==> src/rtl/rect_writer_pkg.sv <==
// rect_writer_pkg: shared types and default parameters for rect_writer.
//   state_t  - top-level sequencing states
//   mode_t   - pixel fill mode (solid / checkerboard)
//   DEF_*    - default parameter values
package rect_writer_pkg;

  localparam int DEF_ADDR_W    = 24;
  localparam int DEF_COORD_W   = 11;
  localparam int DEF_HDR_BYTES = 4;

  typedef enum logic [2:0] {IDLE, HDR, ROW, PIX, DONE} state_t;
  typedef enum logic       {MODE_SOLID, MODE_CHECKER}  mode_t;

endpackage

==> src/rtl/raster_addr_gen.sv <==
// raster_addr_gen: rectangle walker for rect_writer.
// Holds the latched geometry, the x/y counters, the incremental row base and
// the pixel address adder.
//   load      - latch org/stride/bounds (operation start)
//   row_step  - one ROW cycle: set up the next row base, reset x
//   pix_step  - a pixel write was accepted: advance x
//   addr      - org + y*stride + x (mod 2^ADDR_W)
//   x_lsb/y_lsb, empty, last_pix, last_row - status for the top-level FSM
module raster_addr_gen #(
  parameter int ADDR_W  = 24,
  parameter int COORD_W = 11
) (
  input  logic               clk,
  input  logic               rst,
  input  logic               load,
  input  logic               row_step,
  input  logic               pix_step,
  input  logic [ADDR_W-1:0]  org,
  input  logic [ADDR_W-1:0]  stride,
  input  logic [COORD_W-1:0] xmin,
  input  logic [COORD_W-1:0] xmax,
  input  logic [COORD_W-1:0] ymin,
  input  logic [COORD_W-1:0] ymax,
  output logic [ADDR_W-1:0]  addr,
  output logic               x_lsb,
  output logic               y_lsb,
  output logic               empty,
  output logic               last_pix,
  output logic               last_row
);

  // One extra bit so x can step past 2^COORD_W-1 without wrapping.
  localparam int XW = COORD_W + 1;

  logic [ADDR_W-1:0] org_q, stride_q, row_base, ymin_off;
  logic [XW-1:0]     xmin_q, xmax_q, ymin_q, ymax_q, x, y;
  logic              first_row;

  // The only multiply: offset of the first row, used once per operation.
  assign ymin_off = ADDR_W'(ymin_q) * stride_q;

  always_ff @(posedge clk) begin
    if (rst) begin
      org_q     <= '0;
      stride_q  <= '0;
      xmin_q    <= '0;
      xmax_q    <= '0;
      ymin_q    <= '0;
      ymax_q    <= '0;
      row_base  <= '0;
      x         <= '0;
      y         <= '0;
      first_row <= 1'b0;
    end else if (load) begin
      org_q     <= org;
      stride_q  <= stride;
      xmin_q    <= {1'b0, xmin};
      xmax_q    <= {1'b0, xmax};
      ymin_q    <= {1'b0, ymin};
      ymax_q    <= {1'b0, ymax};
      first_row <= 1'b1;
    end else if (row_step) begin
      first_row <= 1'b0;
      x         <= xmin_q;
      if (first_row) begin
        row_base <= org_q + ymin_off;
        y        <= ymin_q;
      end else begin
        row_base <= row_base + stride_q;
        y        <= y + 1'b1;
      end
    end else if (pix_step) begin
      x <= x + 1'b1;
    end
  end

  assign addr     = row_base + ADDR_W'(x);
  assign x_lsb    = x[0];
  assign y_lsb    = y[0];
  assign empty    = (xmin_q > xmax_q) || (ymin_q > ymax_q);
  assign last_pix = (x == xmax_q);
  assign last_row = (y == ymax_q);

endmodule

==> src/rtl/rect_writer.sv <==
// rect_writer: header + rectangle raster writer for a byte-addressed
// framebuffer.
//   start/done         - operation handshake (start taken in IDLE or DONE)
//   base_addr, stride  - header address and framebuffer line pitch
//   xMin..yMax         - inclusive rectangle bounds
//   hdr_en, hdr_word   - optional little-endian header written at base_addr
//   mode, fill_data    - solid or checkerboard pixel data
//   waitrequest        - memory stall; outputs hold while high
//   addr/wren/wrdata   - memory write port
// Latency: start edge -> first header write next cycle; without header one
// ROW cycle precedes the first pixel. Every row (including the first) costs
// exactly one ROW cycle: the yMin*stride product is combinational and is
// folded into the row base during that single ROW cycle.
module rect_writer
  import rect_writer_pkg::*;
#(
  parameter int ADDR_W    = DEF_ADDR_W,
  parameter int COORD_W   = DEF_COORD_W,
  parameter int HDR_BYTES = DEF_HDR_BYTES
) (
  input  logic                   clk,
  input  logic                   rst,
  input  logic                   start,
  output logic                   done,
  input  logic [ADDR_W-1:0]      base_addr,
  input  logic [ADDR_W-1:0]      stride,
  input  logic [COORD_W-1:0]     xMin,
  input  logic [COORD_W-1:0]     xMax,
  input  logic [COORD_W-1:0]     yMin,
  input  logic [COORD_W-1:0]     yMax,
  input  logic                   hdr_en,
  input  logic [8*HDR_BYTES-1:0] hdr_word,
  input  logic                   mode,
  input  logic [7:0]             fill_data,
  input  logic                   waitrequest,
  output logic [ADDR_W-1:0]      addr,
  output logic                   wren,
  output logic [7:0]             wrdata
);

  localparam int HB_W = (HDR_BYTES > 1) ? $clog2(HDR_BYTES) : 1;

  state_t                 state, nstate;
  logic [8*HDR_BYTES-1:0] hdr_sh;
  logic [ADDR_W-1:0]      hdr_addr, org, r_addr;
  logic [HB_W-1:0]        hdr_cnt;
  mode_t                  mode_q;
  logic [7:0]             fill_q;
  logic                   start_ok, hdr_acc, pix_acc, last_hdr;
  logic                   x_lsb, y_lsb, r_empty, last_pix, last_row;

  assign start_ok = start && ((state == IDLE) || (state == DONE));
  assign hdr_acc  = (state == HDR) && !waitrequest;
  assign pix_acc  = (state == PIX) && !waitrequest;
  assign last_hdr = (hdr_cnt == HB_W'(HDR_BYTES - 1));
  assign org      = base_addr + (hdr_en ? ADDR_W'(HDR_BYTES) : '0);

  raster_addr_gen #(.ADDR_W(ADDR_W), .COORD_W(COORD_W)) u_gen (
    .clk      (clk),
    .rst      (rst),
    .load     (start_ok),
    .row_step (state == ROW),
    .pix_step (pix_acc),
    .org      (org),
    .stride   (stride),
    .xmin     (xMin),
    .xmax     (xMax),
    .ymin     (yMin),
    .ymax     (yMax),
    .addr     (r_addr),
    .x_lsb    (x_lsb),
    .y_lsb    (y_lsb),
    .empty    (r_empty),
    .last_pix (last_pix),
    .last_row (last_row)
  );

  always_ff @(posedge clk) begin
    if (rst) begin
      state    <= IDLE;
      hdr_sh   <= '0;
      hdr_addr <= '0;
      hdr_cnt  <= '0;
      mode_q   <= MODE_SOLID;
      fill_q   <= '0;
    end else begin
      state <= nstate;
      if (start_ok) begin
        hdr_sh   <= hdr_word;
        hdr_addr <= base_addr;
        hdr_cnt  <= '0;
        mode_q   <= mode_t'(mode);
        fill_q   <= fill_data;
      end else if (hdr_acc) begin
        // Header serializer: low byte always on the bus, shift on accept.
        hdr_sh   <= hdr_sh >> 8;
        hdr_addr <= hdr_addr + 1'b1;
        hdr_cnt  <= hdr_cnt + 1'b1;
      end
    end
  end

  always_comb begin
    nstate = state;
    wren   = 1'b0;
    addr   = '0;
    wrdata = '0;
    done   = 1'b0;
    case (state)
      IDLE: if (start) nstate = hdr_en ? HDR : ROW;
      HDR: begin
        wren   = 1'b1;
        addr   = hdr_addr;
        wrdata = hdr_sh[7:0];
        if (hdr_acc && last_hdr) nstate = ROW;
      end
      ROW: nstate = r_empty ? DONE : PIX;
      PIX: begin
        wren   = 1'b1;
        addr   = r_addr;
        wrdata = (mode_q == MODE_CHECKER && (x_lsb ^ y_lsb)) ? ~fill_q : fill_q;
        if (pix_acc && last_pix) nstate = last_row ? DONE : ROW;
      end
      DONE: begin
        done = 1'b1;
        if (start) nstate = hdr_en ? HDR : ROW;
      end
      default: nstate = IDLE;
    endcase
  end

endmodule

==> config.mk <==
export PLATFORM = sky130hd
export DESIGN_NAME = rect_writer
export DESIGN_NICKNAME = d
export VERILOG_FILES = /design/src/rtl/rect_writer_pkg.sv /design/src/rtl/raster_addr_gen.sv /design/src/rtl/rect_writer.sv
export SDC_FILE = /design/constraint.sdc
export NUM_CORES = 1
export LEC_CHECK = 0
export ABC_AREA = 0
export BUFFER_PORTS_ARGS = -buffer_cell sky130_fd_sc_hd__clkbuf_2
export CAP_MARGIN = 20
export CORE_MARGIN = 1.5
export CORE_UTILIZATION = 60
export CTS_CLUSTER_DIAMETER = 60
export DETAILED_ROUTE_END_ITERATION = 10
export PLACE_DENSITY = 0.8
export SYNTH_ARGS = -nofsm -noshare
export SYNTH_HDL_FRONTEND = slang
export SYNTH_SLANG_ARGS = --single-unit
export TNS_END_PERCENT = 20
==> constraint.sdc <==
create_clock -name clk -period 7.34 [get_ports clk]
set_input_delay 1.835 -clock clk [delete_from_list [all_inputs] [get_ports clk]]
set_output_delay 1.835 -clock clk [all_outputs]
set_load 0.02 [all_outputs]
==> results.py <==
metrics = {
    "placement": {
        "dp_hpwl_mm": 40.6,
        "placed_area_um2": 19700,
        "dp.cells": 2847,
        "port_buffers": 171,
        "place_congestion": 0.922,
    },
    "floorplan": {
        "die_y_um": 179,
        "start_util_pct": 61.0,
        "std_cell_rows": 64,
        "die-area_um2": 32200,
        "pin_count": 172,
        "coreArea_um2": 30600,
        "die-width_um": 179,
    },
    "sta": {
        "worst_clock_skew_ns": 0.0243,
        "finalSetupTns_ns": 0,
        "rsz0062_at_grt": "false",
        "fin_crit_sh_pct": 87.2,
        "relSlewSlack_pct": 27.3,
        "setup_viol": 0,
        "period_minus_slack_ns": 6.40,
        "final_max_slew_viol_count": 0,
        "finalHoldViolations": 0,
        "fmax_mhz": 156,
        "worst_pin_slew_ns": 1.09,
    },
    "clocking": {
        "cts_setup_buffers": 0,
        "clockBufferDepth": 3,
        "cts_tree": "built",
        "numClockSinks": 211,
        "cts.clk_slew.worst_paths_ns": 0.07,
        "cts-root-buf": "clkbuf_16",
        "cts_buffers": 26,
        "ctsHoldBuffers": 0,
        "ctsResizeCount": 0,
        "clk_latency_ns": 0.55,
        "h-tree-depth": 1,
    },
    "synthesis": {
        "synth_nets": 2802,
        "synth_flop_cell": "dfxtp_1",
        "yosysTopAreaCell": "dfxtp_1",
        "synth-seq-cells": 211,
        "synthTopCellsByArea": "dfxtp_1 23%, fa_1 18%, nand2_1 8.9%",
        "synth_edf_count": 0,
        "seq_area_frac_synth_pct": 22.6,
        "netlist_area_um2": 18700,
        "yosysMostFrequentCell": "nand2_1",
        "synth_top_area_share_pct": 22.6,
        "synth_cells": 2388,
        "synthArstFlopShare_pct": 0,
        "synth_commonest_cells": "444 x nand2_1, 274 x inv_1, 211 x dfxtp_1",
        "synth.avg_cell_area_um2": 7.82,
        "synth_cell_type_count": 70,
        "synth_warnings": 0,
    },
    "setup_path": {
        "cp-startpoint": "u_gen.stride_q[5]$_SDFFE_PP0P_",
        "critical_path.endpoint": "u_gen.row_base[22]$_SDFFE_PP0P_",
        "crit_top_cell": "fa_1",
        "cp.depth": 20,
        "reg2reg_depth": 20,
        "cp_max_fo": 13,
        "reg2reg_to": "u_gen.row_base[22]$_SDFFE_PP0P_",
        "worstPathArrival_ns": 6.84,
        "critPathBufInv": 3,
        "startpoint_type": "flop",
        "cpLargestDelayFamily": "adder cells",
        "crit_path_cell_trace": "nand2_1 -> fa_1 -> fa_1 -> fa_1 -> inv_1 -> fa_1 -> inv_1 -> fa_1 -> inv_1 -> ha_1 -> o21a_1 -> o21ai_0 -> a311oi_1 -> a211oi_1 -> o21ai_0 -> a211o_1 -> a21oi_1 -> xor2_1 -> a32oi_1 -> and3_1",
        "critPathSlowestCell": "dfxtp_1",
        "max_stage_delay_ns": 0.70,
        "worstSetupPathType": "flop to flop",
        "r2r_start": "u_gen.stride_q[5]$_SDFFE_PP0P_",
        "r2r_slack_ns": 0.94,
        "cp.required_ns": 7.79,
        "endpoint_kind": "flop",
    },
    "drt": {
        "drt-initial-drc-count": 1655,
        "vias": 17100,
        "wl_mm": 53.8,
        "first_pass_iters": 5,
        "ant_nets": 0,
        "post-route-drc-count": 0,
        "vias_per_cell": 5.91,
        "wl_per_cell_um": 18.6,
    },
    "global_route": {
        "grt_usage_pct": 34.1,
        "grt_max_degree": 150,
        "first_global_vias": 16600,
        "overflow": 0,
        "grt_pass1_wl_mm": 87.1,
        "antenna_found_initial": 2,
    },
    "finish": {
        "final_cells": 2894,
        "drive_gt1_share_pct": 10.7,
        "final_area_um2": 20700,
        "fin_util_pct": 67.6,
        "finalNetCount": 2894,
        "area_delta_synth_final_pct": 10.7,
    },
    "power": {
        "power_mw": 5.80,
        "peakVddDrop_v": 0.000241,
        "p_per_area_nw_per_um2": 281,
        "p_leak_nw": 9.03,
    },
    "outcome": {
        "status": "completed",
    },
    "flow_run": {
        "maxCapViolations": 0,
    },
    "worst_hold_path": {
        "hold_path.class": "flop to flop",
    },
}
-- registers in the layout, indices dropped and copies added (netlist names) --
name / flops
hdr_sh: 32
hdr_addr: 24
u_gen.org_q: 24
u_gen.row_base: 24
u_gen.stride_q: 24
u_gen.x: 12
u_gen.y: 12
u_gen.xmax_q: 11
u_gen.xmin_q: 11
u_gen.ymax_q: 11
u_gen.ymin_q: 11
fill_q: 8
state: 3
hdr_cnt: 2
mode_q: 1
u_gen.first_row: 1
-- worst min-delay path by stage --
| stage | slack (ns) | to | cells past startpoint | from |
|---|---|---|---|---|
| 3_3_place_gp | 0.45 | u_gen.org_q[1]$_SDFFE_PP0P_ | 2 | u_gen.org_q[1]$_SDFFE_PP0P_ |
| 4_1_cts | 0.46 | mode_q$_SDFFE_PP0P_ | 2 | mode_q$_SDFFE_PP0P_ |
| 6_report | 0.46 | mode_q$_SDFFE_PP0P_ | 2 | mode_q$_SDFFE_PP0P_ |
| 3_5_place_dp | 0.45 | mode_q$_SDFFE_PP0P_ | 2 | mode_q$_SDFFE_PP0P_ |
| 5_1_grt | 0.48 | mode_q$_SDFFE_PP0P_ | 2 | mode_q$_SDFFE_PP0P_ |
| 2_1_floorplan | 0.44 | u_gen.org_q[1]$_SDFFE_PP0P_ | 2 | u_gen.org_q[1]$_SDFFE_PP0P_ |
-- power breakdown --
part | total (mW) | switching (mW) | internal (mW)
registers | 1.76 | 0.362 | 1.40
clock network | 1.37 | 0.547 | 0.825
logic | 2.67 | 1.69 | 0.981
total | 5.80 | 2.60 | 3.20
-- stage by stage --
stage,hold slack (ns),setup slack [ns]
after detailed placement,0.455,1.03
after CTS,0.463,0.995
after global routing,0.482,0.610
after floorplan,0.436,1.52
after global placement,0.446,1.11
final,0.457,0.942
-- layer usage --
| layer | up-vias | global-route usage, % | share of wire, % |
|---|---|---|---|
| li1 | 8042 | - | - |
| met4 | 2 | 12.7 | 3.8 |
| met5 | - | 0 | 0.020 |
| met1 | 8112 | 45.9 | 41 |
| met2 | 784 | 55.1 | 46 |
| met3 | 164 | 5.93 | 8.8 |
-- cell usage in the layout (no fill, tap or decap), types with 15 or more instances in the layout --
| master | instances |
|---|---|
| a211oi_1 | 64 |
| a21o_1 | 16 |
| a21oi_1 | 175 |
| a311oi_1 | 33 |
| and2_1 | 65 |
| and3_1 | 19 |
| buf_4 | 29 |
| clkbuf_16 | 27 |
| clkbuf_2 | 170 |
| dfxtp_1 | 210 |
| fa_1 | 171 |
| ha_1 | 105 |
| inv_1 | 274 |
| nand2_1 | 443 |
| nand3_1 | 41 |
| nand4_1 | 17 |
| nor2_1 | 189 |
| nor3_1 | 42 |
| o21a_1 | 15 |
| o21ai_0 | 66 |
| xnor2_1 | 58 |
| xor2_1 | 76 |
-- final cells by class --
cell class                      instances  area (um2)
Sequential cell                       211        4230
Timing Repair Buffer                  201        1110
Clock inverter                         14         198
Multi-Input combinational cell       1766       12900
Clock buffer                           31         701
Inverter                              274        1030
Antenna cell                            1        2.50
Fill cell                            2567        9920
Tap cell                              396         495
-- tightest hold or removal path: cells and delay by family (launching register included) --
family / cells / cell delay [ns]
simple gates: 1 / 0.05
flops: 1 / 0.31
compound gates: 1 / 0.05
-- logic make-up after synthesis --
logic type / after synthesis / synth area share [%]
simple gates: 879 / 20.8
compound gates: 463 / 15.8
buf+inv: 411 / 8.31
fa+ha+maj: 276 / 25.4
flops: 211 / 22.6
xor+xnor: 134 / 6.29
mux: 14 / 0.757
Note: power is estimated with default switching activity, not from simulation.
